File: src/rtl/div_timer_pkg.sv
// Shared constants and types for the divider/timer block: register map, tap table,
// channel state encoding and frame-sequencer step decode.
package div_timer_pkg;

  localparam logic [3:0] AddrDiv = 4'd0;

  // Channel k owns addresses ChanBase + ChanStride*k + {OffTima, OffTma, OffTac}.
  localparam int unsigned ChanBase   = 1;
  localparam int unsigned ChanStride = 3;
  localparam int unsigned OffTima    = 0;
  localparam int unsigned OffTma     = 1;
  localparam int unsigned OffTac     = 2;

  localparam logic [3:0] TapBit00 = 4'd9;
  localparam logic [3:0] TapBit01 = 4'd3;
  localparam logic [3:0] TapBit10 = 4'd5;
  localparam logic [3:0] TapBit11 = 4'd7;

  typedef enum logic [1:0] {
    StIdle,
    StOvf,
    StReload
  } chan_state_e;

  localparam logic [2:0] FsSweepStepA = 3'd2;
  localparam logic [2:0] FsSweepStepB = 3'd6;
  localparam logic [2:0] FsEnvStep    = 3'd7;

  function automatic logic tap_sel(input logic [1:0] sel, input logic [9:0] div_lo);
    logic bit_val;
    unique case (sel)
      2'b00:   bit_val = div_lo[TapBit00];
      2'b01:   bit_val = div_lo[TapBit01];
      2'b10:   bit_val = div_lo[TapBit10];
      default: bit_val = div_lo[TapBit11];
    endcase
    return bit_val;
  endfunction

  function automatic logic [3:0] chan_addr(input int unsigned k, input int unsigned off);
    return 4'(ChanBase + ChanStride * k + off);
  endfunction

endpackage

File: src/rtl/div_timer_chan.sv
// One timer channel: TIMA/TMA/TAC registers, falling-edge detect on the selected
// divider tap, and the IDLE/OVF/RELOAD overflow sequencer.
module div_timer_chan
  import div_timer_pkg::*;
(
  input  logic       clk,
  input  logic       nreset,
  input  logic [9:0] div_lo_i,
  input  logic       wr_tima_i,
  input  logic       wr_tma_i,
  input  logic       wr_tac_i,
  input  logic [7:0] wdata_i,
  output logic [7:0] tima_o,
  output logic [7:0] tma_o,
  output logic [2:0] tac_o,
  output logic       irq_o
);

  logic [7:0]  tima_q, tima_d;
  logic [7:0]  tma_q, tma_d;
  logic [2:0]  tac_q, tac_d;
  chan_state_e state_q, state_d;
  logic        in_q, in_now, fall;
  logic        irq_q;

  // Any 1->0 of the gated tap counts, including ones caused by DIV or TAC writes.
  assign in_now = tac_q[2] & tap_sel(tac_q[1:0], div_lo_i);
  assign fall   = in_q & ~in_now;

  always_comb begin
    tma_d   = wr_tma_i ? wdata_i : tma_q;
    tac_d   = wr_tac_i ? wdata_i[2:0] : tac_q;
    tima_d  = tima_q;
    state_d = state_q;
    unique case (state_q)
      StIdle: begin
        if (wr_tima_i) begin
          tima_d = wdata_i;
        end else if (fall) begin
          if (tima_q == 8'hFF) begin
            tima_d  = 8'h00;
            state_d = StOvf;
          end else begin
            tima_d = tima_q + 8'd1;
          end
        end
      end
      StOvf: begin
        if (wr_tima_i) begin
          tima_d  = wdata_i;
          state_d = StIdle;
        end else begin
          tima_d  = tma_d;
          state_d = StReload;
        end
      end
      StReload: begin
        // TIMA writes are dropped here; a TMA write lands in TIMA too.
        tima_d  = wr_tma_i ? wdata_i : tima_q + {7'd0, fall};
        state_d = StIdle;
      end
      default: state_d = StIdle;
    endcase
  end

  always_ff @(posedge clk or negedge nreset) begin
    if (!nreset) begin
      tima_q  <= 8'h00;
      tma_q   <= 8'h00;
      tac_q   <= 3'b000;
      state_q <= StIdle;
      in_q    <= 1'b0;
      irq_q   <= 1'b0;
    end else begin
      tima_q  <= tima_d;
      tma_q   <= tma_d;
      tac_q   <= tac_d;
      state_q <= state_d;
      in_q    <= in_now;
      irq_q   <= (state_d == StReload);
    end
  end

  assign tima_o = tima_q;
  assign tma_o  = tma_q;
  assign tac_o  = tac_q;
  assign irq_o  = irq_q;

endmodule

File: src/rtl/div_timer.sv
// Free-running divider with NCH timer channels; the optional frame sequencer is
// built only when DIV_TIMER_FRAME_SEQ_EN is defined.
module div_timer
  import div_timer_pkg::*;
#(
  parameter int unsigned DIV_W  = 16,
  parameter int unsigned NCH    = 1,
  parameter int unsigned FS_BIT = 12
) (
  input  logic           clk,
  input  logic           nreset,
  input  logic [3:0]     addr,
  input  logic           cpu_wr,
  input  logic [7:0]     d_in,
  output logic [7:0]     d_out,
  output logic [NCH-1:0] irq,
  output logic [2:0]     fs_step,
  output logic           fs_len,
  output logic           fs_sweep,
  output logic           fs_env
);

  logic [DIV_W-1:0] div_q, div_d;
  logic [7:0]       rd_chain [NCH+1];

  always_comb begin
    div_d = div_q + 1'b1;
    if (cpu_wr && (addr == AddrDiv)) begin
      div_d = '0;
    end
  end

  always_ff @(posedge clk or negedge nreset) begin
    if (!nreset) begin
      div_q <= '0;
    end else begin
      div_q <= div_d;
    end
  end

  assign rd_chain[0] = (addr == AddrDiv) ? div_q[DIV_W-1 -: 8] : 8'hFF;

  for (genvar k = 0; k < NCH; k++) begin : g_chan
    logic       hit_tima, hit_tma, hit_tac;
    logic [7:0] tima_w, tma_w;
    logic [2:0] tac_w;

    assign hit_tima = (addr == chan_addr(k, OffTima));
    assign hit_tma  = (addr == chan_addr(k, OffTma));
    assign hit_tac  = (addr == chan_addr(k, OffTac));

    div_timer_chan u_chan (
      .clk       (clk),
      .nreset    (nreset),
      .div_lo_i  (div_q[9:0]),
      .wr_tima_i (cpu_wr && hit_tima),
      .wr_tma_i  (cpu_wr && hit_tma),
      .wr_tac_i  (cpu_wr && hit_tac),
      .wdata_i   (d_in),
      .tima_o    (tima_w),
      .tma_o     (tma_w),
      .tac_o     (tac_w),
      .irq_o     (irq[k])
    );

    assign rd_chain[k+1] = hit_tima ? tima_w :
                           hit_tma  ? tma_w  :
                           hit_tac  ? {5'b11111, tac_w} : rd_chain[k];
  end

  assign d_out = rd_chain[NCH];

`ifdef DIV_TIMER_FRAME_SEQ_EN
  logic       fs_in_q, fs_fall;
  logic [2:0] step_q, step_d;
  logic       len_q, sweep_q, env_q;

  assign fs_fall = fs_in_q & ~div_q[FS_BIT];
  assign step_d  = fs_fall ? step_q + 3'd1 : step_q;

  always_ff @(posedge clk or negedge nreset) begin
    if (!nreset) begin
      fs_in_q <= 1'b0;
      step_q  <= 3'd0;
      len_q   <= 1'b0;
      sweep_q <= 1'b0;
      env_q   <= 1'b0;
    end else begin
      fs_in_q <= div_q[FS_BIT];
      step_q  <= step_d;
      len_q   <= fs_fall & ~step_d[0];
      sweep_q <= fs_fall & ((step_d == FsSweepStepA) || (step_d == FsSweepStepB));
      env_q   <= fs_fall & (step_d == FsEnvStep);
    end
  end

  assign fs_step  = step_q;
  assign fs_len   = len_q;
  assign fs_sweep = sweep_q;
  assign fs_env   = env_q;
`else
  assign fs_step  = 3'd0;
  assign fs_len   = 1'b0;
  assign fs_sweep = 1'b0;
  assign fs_env   = 1'b0;
`endif

endmodule

File: config.mk
export PLATFORM = sky130hd
export DESIGN_NAME = div_timer
export DESIGN_NICKNAME = d
export VERILOG_FILES = /design/src/rtl/div_timer_pkg.sv /design/src/rtl/div_timer_chan.sv /design/src/rtl/div_timer.sv
export SDC_FILE = /design/constraint.sdc
export NUM_CORES = 1
export LEC_CHECK = 0
export ABC_CLOCK_PERIOD_IN_PS = 2800
export CAP_MARGIN = 40
export CELL_PAD_IN_SITES_DETAIL_PLACEMENT = 1
export CELL_PAD_IN_SITES_GLOBAL_PLACEMENT = 1
export CORE_UTILIZATION = 39
export DETAILED_ROUTE_END_ITERATION = 10
export PLACE_DENSITY = 0.81
export SLEW_MARGIN = 20
export SYNTH_ARGS = -nofsm -noshare
export SYNTH_HDL_FRONTEND = slang
export SYNTH_SLANG_ARGS = --single-unit
File: constraint.sdc
create_clock -name clk -period 2.8 [get_ports clk]
set_input_delay 0.56 -clock clk [delete_from_list [all_inputs] [get_ports clk]]
set_output_delay 0.56 -clock clk [all_outputs]
set_load 0.05 [all_outputs]
# Yosys cells after proc, flatten, opt, wreduce, memory -nomap -nowiden
# Index checks and enable logic that the tools add are counted.
[totals]
regBits = 39
latch_bits = 0
ram_bits = 0
romBits = 0
inputBits = 15
out_inout_bits = 15
elab_cells = 50
memories = 0
[op_classes]
n_addsub = 3
multipliers = 0
div = 0
order_cmp = 0
n_eq_ne = 10
shift = 0
muxes = 18
bitwise = 3
reduce_logical = 9
[op_table]
columns = ["operator", "n"]
rows = [
  ["8-bit two-way mux", 10],
  ["8-bit one-hot mux with 3 select lines", 1],
  ["16-bit by 1-bit adder with 16-bit output, second input constant", 1],
  ["16-bit two-way mux", 1],
  ["8-bit by 1-bit adder with 8-bit output", 1],
  ["8-bit by 1-bit adder with 8-bit output, second input constant", 1],
  ["4-bit by 2-bit == test with 1-bit output, second input constant", 2],
  ["8-bit == test, second input constant", 1],
  ["2-bit two-way mux", 4],
  ["2-bit == test, second input constant", 3],
  ["2-bit by 1-bit == test with 1-bit output, second input constant", 2],
  ["4-bit by 1-bit == test with 1-bit output, second input constant", 1],
  ["1-bit logical AND", 4],
  ["2-bit logical NOT", 2],
  ["4-bit logical NOT", 1],
  ["2-bit one-hot mux with 2 select lines", 1],
  ["3-bit by 1-bit != test with 1-bit output, second input constant", 1],
  ["1-bit one-hot mux with 3 select lines", 1],
  ["3-bit nonzero test", 1],
  ["1-bit bitwise AND", 2],
  ["2-bit AND reduction", 1],
  ["1-bit inverter", 1],
]

# Longest topological paths before layout
[logic_depth]
ltp_word = 9
mapped_depth = 10

# Modules after synthesis
# From an unflattened synthesis, not the netlist that was laid out.
[unflattened]
cells_unflattened = 304
area_unflattened_um2 = 2795.2
[modules_own_cells]
columns = ["mod", "n_inst", "cells_each", "area_each_um2", "seq_area_each_um2"]
rows = [
  ["div_timer_chan", 1, 183, 1652.8, 575.6],
  ["div_timer", 1, 121, 1142.3, 400.4],
]

# Worst setup path before layout
# Ideal clock, no wire load.
[synth_path]
kind = "reg2reg"
from = "register div_q[7]"
to = "register g_chan[0].u_chan.tima_q[4]"
setup_ns = 0.129
arrival_ns = 2.343
setup_slack_ns = 0.328
stages_incl_launch_ff = 11
path_buffers = 0
period_less_slack_ns = 2.472
path_cell_list = "dfrtp_1 -> mux4_2 -> a21bo_2 -> inv_1 -> ha_1 -> ha_1 -> nand3_1 -> xnor2_1 -> mux2_4 -> a221oi_1 -> o31ai_1"
[synth_via]
elab_chain_len = 7
[synth_lines]
columns = ["element", "line_no", "text"]
rows = [
  ["start: declaration", "div_timer.sv:23", "logic [DIV_W-1:0] div_q, div_d;"],
  ["start signal: assignment", "div_timer.sv:37", "div_q <= div_d;"],
  ["1-bit one-hot mux with 3 select lines (*)", "div_timer_pkg.sv:31", "unique case (sel)"],
  ["1-bit bitwise AND (*)", "div_timer_chan.sv:27", "assign in_now = tac_q[2] & tap_sel(tac_q[1:0], div_lo_i);"],
  ["1-bit inverter (*)", "div_timer_chan.sv:28", "assign fall = in_q & ~in_now;"],
  ["1-bit bitwise AND (*)", "div_timer_chan.sv:28", ""],
  ["8-bit by 1-bit adder with 8-bit output", "div_timer_chan.sv:59", "tima_d = wr_tma_i ? wdata_i : tima_q + {7'd0, fall};"],
  ["8-bit two-way mux", "div_timer_chan.sv:59", ""],
  ["8-bit one-hot mux with 3 select lines", "div_timer_chan.sv:35", "unique case (state_q)"],
  ["end signal: assignment", "div_timer_chan.sv:75", "tima_q <= tima_d;"],
  ["end: declaration", "div_timer_chan.sv:19", "logic [7:0] tima_q, tima_d;"],
]
# Every way passes the cells marked *; elsewhere a longest branch is shown, timed or not.
# A chain may end at the register's enable or synchronous reset.

# Final worst setup path
[layout_path]
from = "register div_q[9]"
to = "register g_chan[0].u_chan.tima_q[4]"
# Same word-level chain as after synthesis.

==> impl_results.md <==
* Outcome: complete, but fails checks
* Failing checks: DRC
* # setup viols final at 0
* Syn Inst Count at 286
* Max Root-Sink Buffers at 2
* Total routed wirelength at 7380 µm
* Vias in the first global route at 2452
* Distinct cells, synth at 47
* Post-synth EDFFs at 0
* Met2 Usage GRT at 39.9%
* Vias at 2287
* Clk_lat worst skew at 310 ps
* Commonest cells in the netlist: 50 x nand2_1, 39 x dfrtp_1, 19 x nor2_1
* Largest net degree at the start of global routing at 25
* Pwr dens at 709 nW/µm²
* DRC at 7
* Worst reg2reg path depth at 10
* Leak at 1.38 nW
* Top cells by area, synth: dfrtp_1 37%, nand2_1 7.1%, mux2_2 6.4%
* DR iter-0 viols at 184
* Port bufs at 23
* Worst VDD drop at 0.297 mV
* RSZ-0062 raised after global routing: no
* Period utilization at 95.6%
* FF-to-FF Start: div_q[9]$_DFF_PN0_
* Grt peak-use layer: met2
* Layout area overhead at 19.9%
* Post-route ant nets at 0
* Crit path DAT at 2860 ps
* Worst-Margin Slew at 620 ps
* Area leader, netlist: dfrtp_1
* Syn. warnings at 0
* Area share of the largest cell type after synthesis at 37.1%
* Fmax at 374 MHz
* Max FO, Critical Path at 4
* First-pass GRT wire length at 12700 µm
* Die height at 84.1 µm
* Top_reg_cell synth: dfrtp_1
* GR Util met3 at 3.07%
* Crit. End Element: register
* GP Congestion at 0.806
* Startpoint types: register
* Fin nets at 337
* Slew Limit Headroom at 58.7%
* Number of diodes at 0
* Vias per Instance at 5.83
* Clock-pin transition on the worst setup and hold timing paths at 90 ps
* WP data required at 2980 ps
* Post-route setup TNS at 0 ps
* Seq cells post-synth at 39
* CTS buffer count at 5
* Total Power at 2.23 mW
* Final hold vios at 0
* Die width at 84.1 µm
* Post-Syn Area at 2630 µm²
* Row count at 29
* Met1 global-route usage at 28.6%
* Post-synth ARST share at 100%
* CTS tree: built
* Max-cap viol count at 0
* H-tree levels at 2
* I/O pin cnt at 30
* Most frequent cell after synthesis: nand2_1
* Reg2reg setup slack at 120 ps
* Hold Buf Count CTS at 0
* Worst min-delay path category: primary input to asynchronous set/reset pin
* Final min period at 2680 ps
* Skew final at 16.8 ps
* Setup Crit Path Kind: register to register
* Syn avg cell area at 9.20 µm²
* CTS Sinks at 39
* Drt wl/cell at 18.8 µm
* Seq/Total Area, Yosys at 37.1%
* Initial antenna violation count at 0
* Final Max Tran Viols at 0
* 1st-pass router iterations at 7
* RR Endpoint: g_chan[0].u_chan.tima_o[4]$_DFFE_PN0P_
* Hpwl dp at 5480 µm
* Core Area at 6420 µm²
* Die ar. at 7080 µm²
* Initial core utilization at 41.0%
* Grt ovf at 0
* Clk root buf: clkbuf_8
* Ratio of cells with drive above 1 in the final layout at 19.7%
* Total Routing Usage GR at 22.7%
## report_power, final
| part | internal [mW] | switching (mW) |
|---|---|---|
| Sequential | 0.721 | 0.252 |
| Clock | 0.269 | 0.232 |
| Combinational | 0.397 | 0.363 |
| Total | 1.39 | 0.848 |
## registers in the layout (all words and copies together) (netlist names)
name and count:
div_q 16, g_chan.u_chan.tima_o 8, g_chan.u_chan.tma_o 8, g_chan.u_chan.tac_o 3
g_chan.u_chan.state_q 2, g_chan.u_chan.in_q 1, g_chan.u_chan.irq_o 1
## cell type report
class                      instances  area [µm²]
inverter                           5        18.8
sequential                        39         976
clock inverter                     3        46.3
multi-input combinational        224        1530
clock buffer                       5        68.8
fill                             762        3270
tap                               77        96.3
timing repair buffer              39         420
## cells by family after synthesis
kind of cell | share of synthesized area (%)
adders and majority gates | 3.81
and+or+nand+nor | 21.0
buffers and inverters | 5.61
AOI/OAI and AO/OA | 13.7
other | 0.143
muxes | 12.3
xor gates and xnor gates | 6.33
DFF | 37.1
## metal layers
metal,vias to the layer above,part of all wire (%)
li1,1061,-
met1,1173,44
met2,39,51
met3,14,2.5
met4,0,2.0
met5,-,0
## critical path, cell delays in order (launching register included)
cell,delay [ps]
dfrtp_1,430
mux4_2,490
a21bo_2,260
inv_1,60
ha_1,160
ha_2,220
nand3_1,110
xnor2_1,160
mux2_4,260
a221oi_1,290
o31ai_1,110
## stage by stage
step / hold slack (ps) / instances / area [µm²] / setup slack (ps) / util [%]
3_5_place_dp: 472 / 383 / 3030 / 82.3 / 47.2
3_3_place_gp: 441 / 382 / 3000 / 99.9 / 46.7
5_1_grt: 293 / 392 / 3150 / 1.53 / 49.1
6_report: 255 / 392 / 3150 / 124 / 49.1
4_1_cts: 276 / 391 / 3140 / 78.4 / 49.0
2_1_floorplan: 264 / 291 / 2650 / 328 / -
## layout by cell type, fill, tap and decap left out, drive strengths merged, types with 5 or more instances in the layout
| cell type | synthesis | routed |
|---|---|---|
| nand2 | 50 | 50 |
| clkbuf | 9 | 5 |
| nor2 | 20 | 20 |
| buf | 14 | 25 |
| conb | 1 | 6 |
| a221oi | 8 | 8 |
| ha | 8 | 8 |
| nand3 | 9 | 9 |
| o22ai | 5 | 5 |
| o31ai | 7 | 7 |
| nor3 | 7 | 7 |
| o21ai | 8 | 8 |
| inv | 5 | 6 |
| a21oi | 6 | 6 |
| xnor2 | 8 | 8 |
| mux2 | 18 | 18 |
| dfrtp | 39 | 39 |
| nand2b | 5 | 5 |
| clkdlybuf4s50 | 0 | 14 |
| xor2 | 11 | 11 |
## what timing repair did
item	CTS	global route
setup buffers	0	1
endpoints found under the setup margin	0	2
resized for setup	0	1
## worst max path at each step
stage,startpoint,endpoint,slack (ps),depth (start not counted)
floorplan,div_q[7]$_DFF_PN0_,g_chan[0].u_chan.tima_o[4]$_DFFE_PN0P_,330,10
detailed placement,cpu_wr,g_chan[0].u_chan.tima_o[1]$_DFFE_PN0P_,80,7
global route,div_q[9]$_DFF_PN0_,g_chan[0].u_chan.tima_o[4]$_DFFE_PN0P_,2,10
CTS,g_chan[0].u_chan.tac_o[0]$_DFFE_PN0P_,g_chan[0].u_chan.tima_o[4]$_DFFE_PN0P_,80,10
finish,div_q[9]$_DFF_PN0_,g_chan[0].u_chan.tima_o[4]$_DFFE_PN0P_,120,10
global placement,cpu_wr,g_chan[0].u_chan.tima_o[1]$_DFFE_PN0P_,100,7
Note: power is estimated with default switching activity, not from simulation.
